File: config.mk
export PLATFORM = sky130hd
export DESIGN_NAME = pipelined_prefix_adder_flat
export DESIGN_NICKNAME = d
export VERILOG_FILES = /design/src/rtl/pipelined_prefix_adder_if.sv /design/src/rtl/pipelined_prefix_adder.sv /design/src/flat_wrapper.sv
export SDC_FILE = /design/constraint.sdc
export NUM_CORES = 1
export LEC_CHECK = 0
export ABC_AREA = 0
export BUFFER_PORTS_ARGS = -buffer_cell sky130_fd_sc_hd__buf_2
export CAP_MARGIN = 20
export CORE_ASPECT_RATIO = 1.2
export CORE_MARGIN = 2
export CORE_UTILIZATION = 41
export DETAILED_ROUTE_END_ITERATION = 12
export HOLD_SLACK_MARGIN = 0.02
export PLACE_DENSITY = 0.67
export SLEW_MARGIN = 30
export SYNTH_ARGS = -nofsm -noshare
export SYNTH_HDL_FRONTEND = slang
export SYNTH_SLANG_ARGS = --single-unit
File: constraint.sdc
create_clock -name clk -period 5 [get_ports clk]
set_input_delay 1.5 -clock clk [delete_from_list [all_inputs] [get_ports clk]]
set_output_delay 1.5 -clock clk [all_outputs]
set_load 0.005 [all_outputs]
File: src/rtl/pipelined_prefix_adder_if.sv
// -----------------------------------------------------------------------------
// pipelined_prefix_adder_if
//
// Purpose: groups the operand-side and result-side valid/ready handshakes of
//          pipelined_prefix_adder into one bundle.
//
// Signals:
//   in_valid / in_ready  operand beat handshake (producer -> adder)
//   a, b                 WIDTH-bit operands
//   cin                  carry-in (ignored when sub=1)
//   sub                  1 = a - b, 0 = a + b + cin
//   out_valid / out_ready result beat handshake (adder -> consumer)
//   sum                  WIDTH-bit result
//   cout, ovf, zero      carry out of MSB, signed overflow, sum == 0
//
// Modports:
//   master  the surrounding datapath (drives operands, accepts results)
//   slave   the adder itself
// -----------------------------------------------------------------------------
interface pipelined_prefix_adder_if #(
    parameter int WIDTH = 32
) ();
    logic             in_valid;
    logic             in_ready;
    logic [WIDTH-1:0] a;
    logic [WIDTH-1:0] b;
    logic             cin;
    logic             sub;
    logic             out_valid;
    logic             out_ready;
    logic [WIDTH-1:0] sum;
    logic             cout;
    logic             ovf;
    logic             zero;

    modport master (
        output in_valid, a, b, cin, sub, out_ready,
        input  in_ready, out_valid, sum, cout, ovf, zero
    );

    modport slave (
        input  in_valid, a, b, cin, sub, out_ready,
        output in_ready, out_valid, sum, cout, ovf, zero
    );
endinterface

File: src/rtl/pipelined_prefix_adder.sv
// -----------------------------------------------------------------------------
// pipelined_prefix_adder
//
// Purpose: pipelined Kogge-Stone parallel-prefix adder/subtractor with
//          valid/ready flow control on both sides. Feeds the ALU result mux
//          from the execute stage; sustains one beat per cycle when the
//          consumer is not applying back-pressure.
//
// Parameters:
//   WIDTH  operand/result width, power of two, 8..64
//   PIPE   register stages from input accept to output, 1..clog2(WIDTH)+1
//
// Ports:
//   clk    rising-edge clock
//   reset  asynchronous, active-high reset
//   bus    pipelined_prefix_adder_if.slave (operands, result, handshakes)
//
// Configuration macro:
//   ADDER_FLAGS_EN  when defined, cout/ovf/zero are computed and registered
//                   with the sum; otherwise they are tied to 0 and their
//                   registers do not exist.
// -----------------------------------------------------------------------------
module pipelined_prefix_adder #(
    parameter int WIDTH = 32,
    parameter int PIPE  = 2
) (
    input  logic                    clk,
    input  logic                    reset,
    pipelined_prefix_adder_if.slave bus
);

    localparam int LEVELS = $clog2(WIDTH);

    typedef struct packed {
        logic [WIDTH-1:0] g;
        logic [WIDTH-1:0] p;
    } gp_t;

    // Applies Kogge-Stone levels lo..hi-1 (distances 2**lo .. 2**(hi-1)).
    // Levels outside that window pass through, so each pipeline stage can
    // call it with its own slice of the tree.
    function automatic gp_t prefix_levels(gp_t x, int lo, int hi);
        gp_t cur;
        gp_t nxt;
        cur = x;
        for (int lvl = 0; lvl < LEVELS; lvl++) begin
            nxt = cur;
            if (lvl >= lo && lvl < hi) begin
                for (int i = 0; i < WIDTH; i++) begin
                    if (i >= (1 << lvl)) begin
                        nxt.g[i] = cur.g[i] | (cur.p[i] & cur.g[i - (1 << lvl)]);
                        nxt.p[i] = cur.p[i] & cur.p[i - (1 << lvl)];
                    end
                end
            end
            cur = nxt;
        end
        return cur;
    endfunction

    // -------------------------------------------------------------------------
    // Stage inputs: index 0 is the operand port, index k>0 is register k-1.
    // -------------------------------------------------------------------------
    gp_t              in_gp [PIPE];
    logic [WIDTH-1:0] in_x  [PIPE];   // a ^ b_eff, kept for the final sum
    logic             in_c0 [PIPE];   // effective carry-in, carry[0]
    logic [PIPE-1:0]  in_v;           // valid arriving at each stage

    logic [PIPE-1:0]  valid_q;
    logic [PIPE-1:0]  en;             // stage k may load this cycle

    logic [WIDTH-1:0] b_eff;
    logic             c0;
    gp_t              gp0;

    // NOTE: always_comb gives every variable a default before any branch, so
    // no path leaves a value unassigned and no latch is inferred.
    always_comb begin
        b_eff    = bus.sub ? ~bus.b : bus.b;
        c0       = bus.sub | bus.cin;
        gp0.g    = bus.a & b_eff;
        gp0.p    = bus.a ^ b_eff;
        // Carry-in folded in as a generate from position -1: bit 0 then
        // produces the true carry out of bit 0 and the tree needs no extra level.
        gp0.g[0] = gp0.g[0] | (gp0.p[0] & c0);
    end

    assign in_gp[0] = gp0;
    assign in_x[0]  = bus.a ^ b_eff;
    assign in_c0[0] = c0;

    always_comb begin
        in_v[0] = bus.in_valid;
        for (int k = 1; k < PIPE; k++) begin
            in_v[k] = valid_q[k-1];
        end
    end

    // Ready chain from the output back to the input: a stage can load when it
    // is empty or its current beat is moving on this same cycle. This lets a
    // full pipe accept and drain in one cycle.
    always_comb begin
        logic leave;
        leave = bus.out_ready;
        en    = '0;
        for (int k = PIPE - 1; k >= 0; k--) begin
            leave = !valid_q[k] || leave;
            en[k] = leave;
        end
    end

    assign bus.in_ready  = en[0];
    assign bus.out_valid = valid_q[PIPE-1];

    // NOTE: sequential state uses non-blocking assignments so every register
    // samples the pre-edge value of its neighbours, as real flops do.
    always_ff @(posedge clk or posedge reset) begin : p_valid
        if (reset) begin
            valid_q <= '0;
        end else begin
            for (int k = 0; k < PIPE; k++) begin
                if (en[k]) begin
                    valid_q[k] <= in_v[k];
                end
            end
        end
    end

    // -------------------------------------------------------------------------
    // Stages. Stage k covers tree levels [k*LEVELS/PIPE, (k+1)*LEVELS/PIPE);
    // the last stage also forms the sum and flags.
    // -------------------------------------------------------------------------
    logic [WIDTH-1:0] sum_d;
    logic [WIDTH-1:0] sum_q;
`ifdef ADDER_FLAGS_EN
    logic cout_d, ovf_d, zero_d;
    logic cout_q, ovf_q, zero_q;
`endif

    for (genvar k = 0; k < PIPE; k++) begin : g_stage
        localparam int LO = (k * LEVELS) / PIPE;
        localparam int HI = ((k + 1) * LEVELS) / PIPE;

        gp_t gp_d;
        assign gp_d = prefix_levels(in_gp[k], LO, HI);

        if (k < PIPE - 1) begin : g_mid
            gp_t              gp_q;
            logic [WIDTH-1:0] x_q;
            logic             c0_q;

            // NOTE: datapath registers carry no reset; the valid bits qualify
            // them, so their power-up contents are never observed.
            always_ff @(posedge clk) begin
                if (en[k] && in_v[k]) begin
                    gp_q <= gp_d;
                    x_q  <= in_x[k];
                    c0_q <= in_c0[k];
                end
            end

            assign in_gp[k+1] = gp_q;
            assign in_x[k+1]  = x_q;
            assign in_c0[k+1] = c0_q;
        end else begin : g_last
            logic unused_ok;

            // carry[i] = group generate of bits i-1..0 (with c0), carry[0] = c0.
            assign sum_d = in_x[k] ^ {gp_d.g[WIDTH-2:0], in_c0[k]};
`ifdef ADDER_FLAGS_EN
            assign cout_d    = gp_d.g[WIDTH-1];
            // Overflow: carry into MSB differs from carry out of MSB.
            assign ovf_d     = gp_d.g[WIDTH-1] ^ gp_d.g[WIDTH-2];
            assign zero_d    = ~|sum_d;
            assign unused_ok = ^gp_d.p;
`else
            assign unused_ok = ^{gp_d.p, gp_d.g[WIDTH-1]};
`endif
        end
    end

    always_ff @(posedge clk or posedge reset) begin : p_out
        if (reset) begin
            sum_q  <= '0;
`ifdef ADDER_FLAGS_EN
            cout_q <= 1'b0;
            ovf_q  <= 1'b0;
            zero_q <= 1'b0;
`endif
        end else if (en[PIPE-1] && in_v[PIPE-1]) begin
            sum_q  <= sum_d;
`ifdef ADDER_FLAGS_EN
            cout_q <= cout_d;
            ovf_q  <= ovf_d;
            zero_q <= zero_d;
`endif
        end
    end

    assign bus.sum = sum_q;
`ifdef ADDER_FLAGS_EN
    assign bus.cout = cout_q;
    assign bus.ovf  = ovf_q;
    assign bus.zero = zero_q;
`else
    assign bus.cout = 1'b0;
    assign bus.ovf  = 1'b0;
    assign bus.zero = 1'b0;
`endif

endmodule
File: src/flat_wrapper.sv
// flat-port wrapper written by rule: the top's interface ports become plain ports
module pipelined_prefix_adder_flat 
#(
    parameter int WIDTH = 32,
    parameter int PIPE  = 2
)
  (clk, reset, bus_in_valid, bus_a, bus_b, bus_cin, bus_sub, bus_out_ready, bus_in_ready, bus_out_valid, bus_sum, bus_cout, bus_ovf, bus_zero);
  pipelined_prefix_adder_if #(.WIDTH(WIDTH)) bus_i ();
  input  logic clk;
  input  logic reset;
  input wire logic [$bits(bus_i.in_valid)-1:0] bus_in_valid;
  input wire logic [$bits(bus_i.a)-1:0] bus_a;
  input wire logic [$bits(bus_i.b)-1:0] bus_b;
  input wire logic [$bits(bus_i.cin)-1:0] bus_cin;
  input wire logic [$bits(bus_i.sub)-1:0] bus_sub;
  input wire logic [$bits(bus_i.out_ready)-1:0] bus_out_ready;
  output wire logic [$bits(bus_i.in_ready)-1:0] bus_in_ready;
  output wire logic [$bits(bus_i.out_valid)-1:0] bus_out_valid;
  output wire logic [$bits(bus_i.sum)-1:0] bus_sum;
  output wire logic [$bits(bus_i.cout)-1:0] bus_cout;
  output wire logic [$bits(bus_i.ovf)-1:0] bus_ovf;
  output wire logic [$bits(bus_i.zero)-1:0] bus_zero;
  assign bus_i.in_valid = bus_in_valid;
  assign bus_i.a = bus_a;
  assign bus_i.b = bus_b;
  assign bus_i.cin = bus_cin;
  assign bus_i.sub = bus_sub;
  assign bus_i.out_ready = bus_out_ready;
  assign bus_in_ready = bus_i.in_ready;
  assign bus_out_valid = bus_i.out_valid;
  assign bus_sum = bus_i.sum;
  assign bus_cout = bus_i.cout;
  assign bus_ovf = bus_i.ovf;
  assign bus_zero = bus_i.zero;
  pipelined_prefix_adder #(.WIDTH(WIDTH), .PIPE(PIPE)) u_core (.clk(clk), .reset(reset), .bus(bus_i));
endmodule
==> flow_summary_export.csv, run 1 <==
group,metric,value,unit
run_status,status,"finished, final reports clean",
worst_setup_path,path_max_fanout,8,
pwr,internal-power,2.328,mW
pwr,p_sw_share,26.77,%
global_route,grt.met2_usage,30.88,%
worst_setup_path,rrSetupSlack,2.79,ns
pwr,pwr-share-seq,43.5,%
synthesis,synth_top_area_share,43.99,%
timing,period_needed,3.785,ns
synthesis,ys_dominant_reg_cell,"edfxtp_1",
clock_tree,cts.clk_slew.worst_paths,0.05,ns
pwr,p_clk_share,38.9,%
clock_tree,clockBufferDepth,2,
timing,rsz0062_at_grt,"false",
worst_setup_path,required,3.50,ns
worst_setup_path,worstReg2RegEnd,"u_core.g_stage[0].g_mid.gp_q[27]",
timing,tightest_slew,0.8493,ns
routing,routedWlPerCell,16.81,um
place,gp_congestion,0.8737,
clock_tree,post_cts_buffers,0,
routing,final_antenna_net_count,0,
timing,setup-tns-final,0,ns
clock_tree,clock_sinks,125,
synthesis,synthSimpleGateAreaFrac,11.38,%
routing,wl,14560,um
pwr,power_switching,0.8510,mW
finish,area_delta_synth_final,20.99,%
synthesis,synth_adder_area_share,6.244,%
finish,fin_util,50.45,%
synthesis,yosys_warnings,0,
synthesis,synth_compound_area_share,14.96,%
timing,slew_headroom,43.38,%
worst_setup_path,worst_path_largest_cell_delay,0.36,ns
finish,fin_nets,750,
synthesis,avgSynthCellArea,11.53,sq um
synthesis,async_reset_ff_share,27.20,%
global_route,grt_pass1_vias,4669,
global_route,grt-ovfl-total,0,
min_path,min-delay-start,"u_core.bus.sum[27]",
worst_setup_path,cp_slowest_cell,"and2b_1",
global_route,grtUsageMet1,24.34,%
synthesis,yosysSeqAreaShare,57.68,%
die,core_area,14900,sq um
global_route,grt_start_max_net_pins,64,
worst_setup_path,crit_path_end_kind,"output pin",
routing,drtIter0Drc,376,
global_route,grt.total_usage,18.88,%
die,die-area,16160,sq um
pwr,leakagePower,3.087,nW
routing,drtPass1Iterations,5,
clock_tree,cts-root-buf,"clkbuf_16",
pwr,p_per_area,423.0,nW/um^2
timing,fin_skew,0.008460,ns
clock_tree,hold_buffers,0,
timing,fin_ws,1.215,ns
global_route,grt_pass1_wl,23280,um
worst_setup_path,r2r_start,"u_core.valid_q[1]",
worst_setup_path,crit_path_frequent_cell,"buf_2",
pwr,ir_drop,0.2445,mV
clock_tree,htreeDepth,4,
pwr,total_power,3.179,mW
die,die_y,138.8,um
die,num_rows,49,
routing,route.detailed.drc,0,
timing,setup_viol,0,
clock_tree,clk_latency,0.42,ns
finish,nFillCells,1334,
min_path,hold_depth,2,
finish,layout-drive-gt1-share,22.21,%
die,ios,107,
finish,multiInputGateArea,2476,sq um
die,start_util,41.70,%
worst_setup_path,crit_type,"in2out",
clock_tree,ctsResizeCount,0,
synthesis,synthDistinctLibCells,42,
synthesis,synth_area_leaders,"edfxtp_1 44%, dfrtp_1 14%, ha_1 6.2%",
synthesis,synth-edff-count,91,
timing,post-route-period-util,75.71,%
routing,vias,4509,
synthesis,synthMuxAreaShare,0,%
clock_tree,cts_tree,"done",
place,post_dp_cell_area,6913,sq um
finish,seq_area,3583,sq um
synthesis,synth_top_family_by_area,"compound AO/OA/AOI/OAI gates",
global_route,gr-max-usage-layer,"met2",
worst_setup_path,reg2reg_depth,4,
place,dp_slack,1.228,ns
pwr,power_frac_comb,17.6,%
job,max_cap_violations,0,
worst_setup_path,critPathLaunchType,"primary input",
timing,fmax,264.2,MHz
synthesis,syn-cell-area,6212,sq um
worst_setup_path,arrival,2.29,ns
clock_tree,cts_buffers,17,
timing,hold_violations,0,
die,die_w,116.4,um
worst_setup_path,path_cells,"buf_2, and2b_1, nand2_1, buf_2",
finish,design_area,7516,sq um
min_path,min_to,"u_core.bus.sum[27]",
synthesis,syn_inst,539,
synthesis,synth_top_cell_by_area,"edfxtp_1",
global_route,grt_use_met3,4.240,%
synthesis,synth-xor-area-share,7.049,%
synthesis,ys_ff_latch,125,
timing,drv_slew,0,
global_route,antenna_found_initial,0,
routing,viasPerCell,5.207,
finish,diodes,0,
place,hpwlAfterDp,10780,um
place,portBuffers,103,
min_path,hp-class,"reg2reg",
[how the worst max path moves through the flow]
| stage | from | end | slack, ns | depth (start not counted) |
|---|---|---|---|---|
| CTS | bus_out_ready | bus_in_ready | 1.22 | 4 |
| detailed placement | bus_out_ready | bus_in_ready | 1.23 | 4 |
| floorplan | bus_out_ready | u_core.g_stage[0].g_mid.c0_q | 0.44 | 4 |
| finish | bus_out_ready | bus_in_ready | 1.21 | 4 |
| global route | bus_out_ready | bus_in_ready | 1.15 | 4 |
| global placement | bus_out_ready | bus_in_ready | 1.27 | 4 |
[critical path, delay by kind of cell]
family / cells / cell delay [ns]
simple gates: 2 / 0.51
buf+inv: 2 / 0.27
[kinds of logic after synthesis]
family,count (synthesis)
other,1
xor gates and xnor gates,50
buffers and inverters,33
adders and majority gates,31
AOI/OAI and AO/OA,147
DFF,125
and+or+nand+nor,152
[metrics by stage]
| stage | hold slack, ns | std cells |
|---|---|---|
| 6_report | 0.4714 | 866 |
| 5_1_grt | 0.4991 | 866 |
| 4_1_cts | 0.4796 | 866 |
| 3_5_place_dp | 0.4673 | 834 |
| 3_3_place_gp | 0.4589 | 834 |
| 2_1_floorplan | 0.4642 | 541 |
[flip-flops by register name (all words and copies together), names as in the netlist]
signal,cells
u_core.valid_q,2
u_core.g_stage.g_mid.c0_q,1
u_core.bus.sum,32
u_core.g_stage.g_mid.gp_q,58
u_core.g_stage.g_mid.x_q,32
[layout make-up]
class | count | share of cell area, %
Tap cell | 204 | 3.396
Clock inverter | 12 | 1.914
Inverter | 16 | 0.7991
Clock buffer | 20 | 6.076
Timing Repair Buffer | 106 | 7.192
Sequential cell | 125 | 47.68
Multi-Input combinational cell | 383 | 32.94
[layer usage]
metal	routed length [um]	share of wire [%]	up-vias
met5	0	0	-
met4	349	2.4	0
met3	811	5.6	26
met2	7191	49	156
met1	6205	43	2133
li1	-	-	2194
[synthesized netlist by cell type (all sizes together), types with 2 or more instances]
| cell type | n |
|---|---|
| or3 | 6 |
| o211ai | 11 |
| clkbuf | 4 |
| ha | 31 |
| a2111o | 4 |
| or2 | 3 |
| a31oi | 4 |
| a21boi | 4 |
| nand2b | 7 |
| buf | 13 |
| o21bai | 8 |
| dfrtp | 34 |
| xnor2 | 15 |
| nand3 | 10 |
| nand2 | 68 |
| nand4 | 4 |
| a21oi | 34 |
| or4 | 9 |
| edfxtp | 91 |
| o21a | 8 |
| nor2 | 33 |
| o311a | 4 |
| a21o | 3 |
| a211oi | 3 |
| nor3 | 5 |
| nor2b | 5 |
| o311ai | 4 |
| inv | 16 |
| a31o | 2 |
| xor2 | 35 |
| o21ai | 53 |
| o2111ai | 4 |
[placed cells by master, fill, tap and decap left out, types with 10 or more instances in the layout]
cell type / Yosys / routed
nor2_1: 32 / 32
ha_1: 31 / 31
clkbuf_16: 0 / 17
nand2_1: 67 / 67
o21ai_0: 53 / 53
edfxtp_1: 91 / 91
dfrtp_1: 34 / 34
xor2_1: 35 / 35
o211ai_1: 11 / 11
xnor2_1: 15 / 15
buf_2: 7 / 102
inv_1: 16 / 15
nand3_1: 10 / 10
a21oi_1: 34 / 34
[power by group through the flow]
| stage | Combinational (mW) | Clock (mW) | Sequential [mW] |
|---|---|---|---|
| 2_1_floorplan | 0.343 | 0 | 1.39 |
| 6_report | 0.558 | 1.24 | 1.38 |
| 4_1_cts | 0.561 | 1.26 | 1.38 |
| 3_3_place_gp | 0.544 | 0 | 1.40 |
| 5_1_grt | 0.630 | 1.29 | 1.40 |
| 3_5_place_dp | 0.556 | 0 | 1.40 |
(Power assumes the default switching activity.)
==> run 2: changes to the inputs <==
- ABC_AREA: 0 -> 1
- clock period: 5 -> 3.9 ns (I/O delays scaled with it)
==> flow_summary_export.csv, run 2 <==
group,metric,value,unit
pwr,power_frac_comb,19.8,%
clock_tree,cts.clk_slew.worst_paths,0.06,ns
pwr,leakagePower,3.664,nW
routing,drtPass1Iterations,5,
clock_tree,clock_sinks,125,
clock_tree,clk_latency,0.42,ns
clock_tree,post_cts_buffers,0,
timing,fmax,363.5,MHz
synthesis,synth_area_leaders,"edfxtp_1 43%, dfrtp_1 13%, nand2_1 11%",
finish,largest_reg_flops,58,
worst_setup_path,path_cells,"buf_2, inv_1, nand3_1, buf_2",
place,post_dp_cell_area,7093,sq um
routing,final_antenna_net_count,0,
worst_setup_path,worst_path_largest_cell_delay,0.15,ns
synthesis,synth-edff-count,91,
global_route,grt-ovfl-total,0,
worst_setup_path,cp_slowest_cell,"buf_2",
timing,setup_viol,0,
global_route,grt_pass1_wl,23120,um
timing,period_needed,2.751,ns
finish,fin_nets,867,
global_route,grt.total_usage,18.28,%
worst_setup_path,crit_path_end_kind,"output pin",
finish,layout-drive-gt1-share,21.05,%
synthesis,ys_dominant_reg_cell,"edfxtp_1",
clock_tree,htreeDepth,4,
pwr,p_sw_share,28.69,%
synthesis,yosysSeqAreaShare,56.30,%
synthesis,avgSynthCellArea,9.792,sq um
timing,hold_violations,0,
routing,routedWlPerCell,14.85,um
synthesis,async_reset_ff_share,27.20,%
die,die_y,140.5,um
finish,design_area,7712,sq um
finish,layout_commonest_cell,"nand2_1",
synthesis,syn_inst,650,
die,core_area,15080,sq um
clock_tree,cts_buffers,17,
global_route,antenna_found_initial,0,
finish,largest_register,"u_core.g_stage.g_mid.gp_q",
synthesis,syn-cell-area,6365,sq um
worst_setup_path,path_max_fanout,3,
routing,viasPerCell,4.770,
clock_tree,cts_tree,"done",
worst_setup_path,arrival,1.58,ns
pwr,ir_drop,0.2955,mV
die,die-area,16540,sq um
die,die_w,117.7,um
timing,rsz0062_at_grt,"false",
worst_setup_path,crit_type,"in2out",
die,ios,107,
routing,vias,4689,
die,num_rows,49,
worst_setup_path,required,2.73,ns
clock_tree,cts-root-buf,"clkbuf_16",
timing,fin_ws,1.149,ns
worst_setup_path,crit_path_frequent_cell,"buf_2",
min_path,hp-class,"reg2reg",
place,gp_congestion,0.9410,
synthesis,synth.most_common_cell,"nand2_1",
synthesis,yosys_warnings,0,
timing,drv_slew,0,
finish,most-common-layout-cells,"180 x nand2_1, 103 x buf_2, 91 x edfxtp_1",
timing,setup-tns-final,0,ns
worst_setup_path,crit_buf_inv,3,
synthesis,yosys-top-cells-count,"180 x nand2_1, 91 x edfxtp_1, 73 x inv_1",
routing,route.detailed.drc,0,
synthesis,synth_top_cell_by_area,"edfxtp_1",
finish,nFillCells,1414,
finish,area_delta_synth_final,21.17,%
synthesis,synth_top_area_share,42.93,%
worst_setup_path,cp_top_family,"buffers and inverters",
die,start_util,42.20,%
pwr,internal-power,3.063,mW
pwr,p_clk_share,37.3,%
timing,fin_skew,0.006322,ns
routing,drtIter0Drc,330,
clock_tree,clockBufferDepth,2,
place,hpwlAfterDp,11310,um
place,portBuffers,103,
timing,post-route-period-util,70.53,%
routing,wl,14600,um
place,dp_slack,0.8375,ns
global_route,grt_pass1_vias,4671,
synthesis,synthDistinctLibCells,27,
job,max_cap_violations,0,
run_status,status,"finished, final reports clean",
clock_tree,ctsResizeCount,0,
synthesis,ys_ff_latch,125,
finish,diodes,0,
pwr,power_switching,1.232,mW
clock_tree,hold_buffers,0,
global_route,grt_start_max_net_pins,70,
pwr,p_per_area,556.9,nW/um^2
pwr,pwr-share-seq,42.8,%
timing,timing.hold.ws,0.4729,ns
worst_setup_path,critPathLaunchType,"primary input",
-- run 2: changes by cell type in the layout (fill, tap and decap cells not counted), moves of 7 or more --
cell,before,now
nand2_1,67,180
inv_1,15,72
nand3_1,10,34
nand2_2,0,18
o21ai_0,53,35
o211ai_1,11,0
or4_1,9,0
o21a_1,8,0
o21bai_1,8,0
nand2b_1,7,0
o21ai_1,0,7
-- run 2: power groups by stage --
stage / registers [mW] / clock network [mW] / logic (mW)
global placement: 1.86 / 0 / 0.841
global route: 1.87 / 1.69 / 0.974
finish: 1.84 / 1.60 / 0.851
CTS: 1.84 / 1.62 / 0.862
floorplan: 1.86 / 0 / 0.528
detailed placement: 1.86 / 0 / 0.858
-- run 2: logic make-up (layout without fill, tap and decap cells) --
family	count (synthesis)	after routing	share of synthesized area (%)
AOI/OAI and AO/OA	86	86	7.116
xor gates and xnor gates	49	49	6.743
adders and majority gates	31	31	6.094
buffers and inverters	88	215	6.054
DFF	125	125	56.30
other	1	3	0.05892
and+or+nand+nor	270	270	17.63
-- run 2: final cells by class --
type	instances	area, sq um	area share (%)
Clock inverter	8	62.56	0.8112
Timing Repair Buffer	108	565.5	7.333
Inverter	75	285.3	3.699
Tap cell	204	255.2	3.310
Sequential cell	125	3583	46.46
Clock buffer	24	556.8	7.219
Multi-Input combinational cell	439	2404	31.16
-- run 2: per-layer routing --
layer	part of all wire, %	global-route usage [%]	wire [um]	vias up
met1	43	23.31	6335	2152
met3	4.9	4.194	712	40
li1	-	-	-	2378
met5	0	0	0	-
met4	3.5	9.258	517	0
met2	48	29.25	7034	119
-- run 2: path summary, 6_finish.rpt --
check | startpoint | cells past startpoint | slack, ns | end
max in group asynchronous | reset | 3 | 2.71 | u_core.bus.sum[17]
setup reg to reg | u_core.valid_q[1] | 5 | 2.47 | u_core.bus.sum[23]
min in group asynchronous | reset | 3 | 0.85 | u_core.bus.sum[4]
hold reg to reg | u_core.bus.sum[26] | 2 | 0.47 | u_core.bus.sum[26]
setup / recovery | bus_out_ready | 4 | 1.15 | bus_in_ready
hold / removal | u_core.bus.sum[26] | 2 | 0.47 | u_core.bus.sum[26]
-- run 2: worst min-delay path, stage by stage (launching register included) --
cell     delay (ns)
dfrtp_1        0.34
nand2_1        0.05
nand2_1        0.05
-- run 2: metrics by stage --
stage | instances | power (mW) | utilization (%)
after floorplan | 652 | 2.384 | -
after global placement | 951 | 2.705 | 47.03
after detailed placement | 951 | 2.721 | 47.03
after CTS | 983 | 4.324 | 51.14
after global routing | 983 | 4.532 | 51.14
final | 983 | 4.295 | 51.14
==> run 3: changes to the inputs <==
- PLACE_DENSITY: 0.67 -> 0.7
- clock period: 3.9 -> 2.3 ns (I/O delays scaled with it)
==> flow_summary_export.csv, run 3 (synthesis results as in run 2) <==
group,metric,value,unit
global_route,grt_pass1_vias,4707,
global_route,grt_start_max_net_pins,56,
routing,final_antenna_net_count,0,
pwr,internal-power,5.110,mW
timing,setup_viol,0,
clock_tree,clockBufferDepth,2,
finish,most-common-layout-cells,"179 x nand2_1, 103 x buf_2, 91 x edfxtp_1",
place,hpwlAfterDp,11050,um
timing,setup-tns-final,0,ns
finish,layout-drive-gt1-share,21.64,%
pwr,p_per_area,933.7,nW/um^2
routing,drtPass1Iterations,5,
timing,post-route-period-util,77.96,%
pwr,power_switching,2.130,mW
timing,rsz0062_at_grt,"false",
finish,area_delta_synth_final,21.84,%
global_route,grt_pass1_wl,22680,um
routing,vias,4682,
die,die-area,16540,sq um
finish,layout_commonest_cell,"nand2_1",
timing,fin_skew,0.009207,ns
worst_setup_path,crit_type,"in2out",
pwr,total_power,7.240,mW
worst_setup_path,path_max_fanout,3,
job,max_cap_violations,0,
finish,seq_area,3583,sq um
finish,design_area,7755,sq um
clock_tree,post_cts_buffers,0,
die,num_rows,49,
timing,fmax,557.7,MHz
die,core_area,15080,sq um
worst_setup_path,cp_slowest_cell,"buf_2",
finish,largest_register,"u_core.g_stage.g_mid.gp_q",
min_path,hp-class,"in2async",
finish,fin_nets,869,
worst_setup_path,path_cells,"buf_2, inv_12, nand3_4, buf_2",
finish,largest_reg_flops,58,
worst_setup_path,worst_path_largest_cell_delay,0.15,ns
worst_setup_path,crit_path_end_kind,"output pin",
place,dp_slack,0.07526,ns
finish,fin_util,51.42,%
pwr,power_frac_comb,20.4,%
die,die_y,140.5,um
timing,period_needed,1.793,ns
clock_tree,ctsResizeCount,0,
routing,viasPerCell,4.753,
pwr,leakagePower,3.658,nW
routing,wl,14250,um
pwr,p_clk_share,36.3,%
die,ios,107,
routing,route.detailed.drc,0,
global_route,antenna_found_initial,0,
place,post_dp_cell_area,7168,sq um
die,die_w,117.7,um
timing,drv_slew,0,
clock_tree,cts-root-buf,"clkbuf_16",
clock_tree,cts.clk_slew.worst_paths,0.06,ns
die,start_util,42.20,%
worst_setup_path,arrival,1.10,ns
place,gp_congestion,0.8879,
place,portBuffers,103,
clock_tree,clock_sinks,125,
timing,hold_violations,0,
pwr,p_sw_share,29.42,%
finish,diodes,0,
routing,drtIter0Drc,331,
clock_tree,htreeDepth,4,
clock_tree,hold_buffers,0,
pwr,ir_drop,0.5030,mV
routing,routedWlPerCell,14.47,um
clock_tree,clk_latency,0.42,ns
pwr,pwr-share-seq,43.3,%
finish,multiInputGateArea,2424,sq um
global_route,grt-ovfl-total,0,
worst_setup_path,required,1.61,ns
clock_tree,cts_tree,"done",
global_route,grt.total_usage,17.90,%
worst_setup_path,crit_path_frequent_cell,"buf_2",
clock_tree,cts_buffers,17,
timing,fin_ws,0.5069,ns
worst_setup_path,critPathLaunchType,"primary input",
finish,nFillCells,1422,
run_status,status,"finished, final reports clean",
run 3: area by class of cell:
type	count	area share, %
flip-flops and latches	125	46.21
multi-input cells	439	31.25
repair buffers	110	7.809
clock buffers	17	5.486
inverters	75	3.872
well taps	204	3.291
clock inverters	15	2.081
run 3: critical path, delay by kind of cell:
family	cells	cell delay [ns]
buf+inv	3	0.35
simple gates	1	0.07
run 3: per-layer routing:
layer	global-route usage, %	wire (um)	up-vias
li1	-	-	2385
met1	23.12	6511	2134
met2	29.44	6769	137
met3	3.583	652	26
met4	7.546	320	0
met5	0	0	-
run 3: worst paths after layout:
check | start | end | slack [ns] | cells after the start
max reg2reg | u_core.valid_q[1] | u_core.g_stage[0].g_mid.gp_q[20] | 0.96 | 4
min in group clk | u_core.bus.sum[30] | u_core.bus.sum[30] | 0.48 | 2
min | reset | u_core.bus.sum[1] | 0.36 | 3
max | bus_out_ready | bus_in_ready | 0.51 | 4
max in group asynchronous | reset | u_core.bus.sum[31] | 1.62 | 3
min reg2reg | u_core.bus.sum[30] | u_core.bus.sum[30] | 0.48 | 2
run 3: power by group through the flow:
stage / clock (mW) / combinational (mW) / sequential [mW]
floorplan: 0 / 0.902 / 3.15
global placement: 0 / 1.45 / 3.17
detailed placement: 0 / 1.48 / 3.18
CTS: 2.66 / 1.49 / 3.14
global route: 2.77 / 1.68 / 3.18
finish: 2.63 / 1.48 / 3.13
run 3: metrics by stage:
step	instances	hold slack (ns)
after detailed placement	953	0.4608
after CTS	985	0.3604
after global routing	985	0.4223
final	985	0.3574
after global placement	953	0.4608
after floorplan	652	0.4722
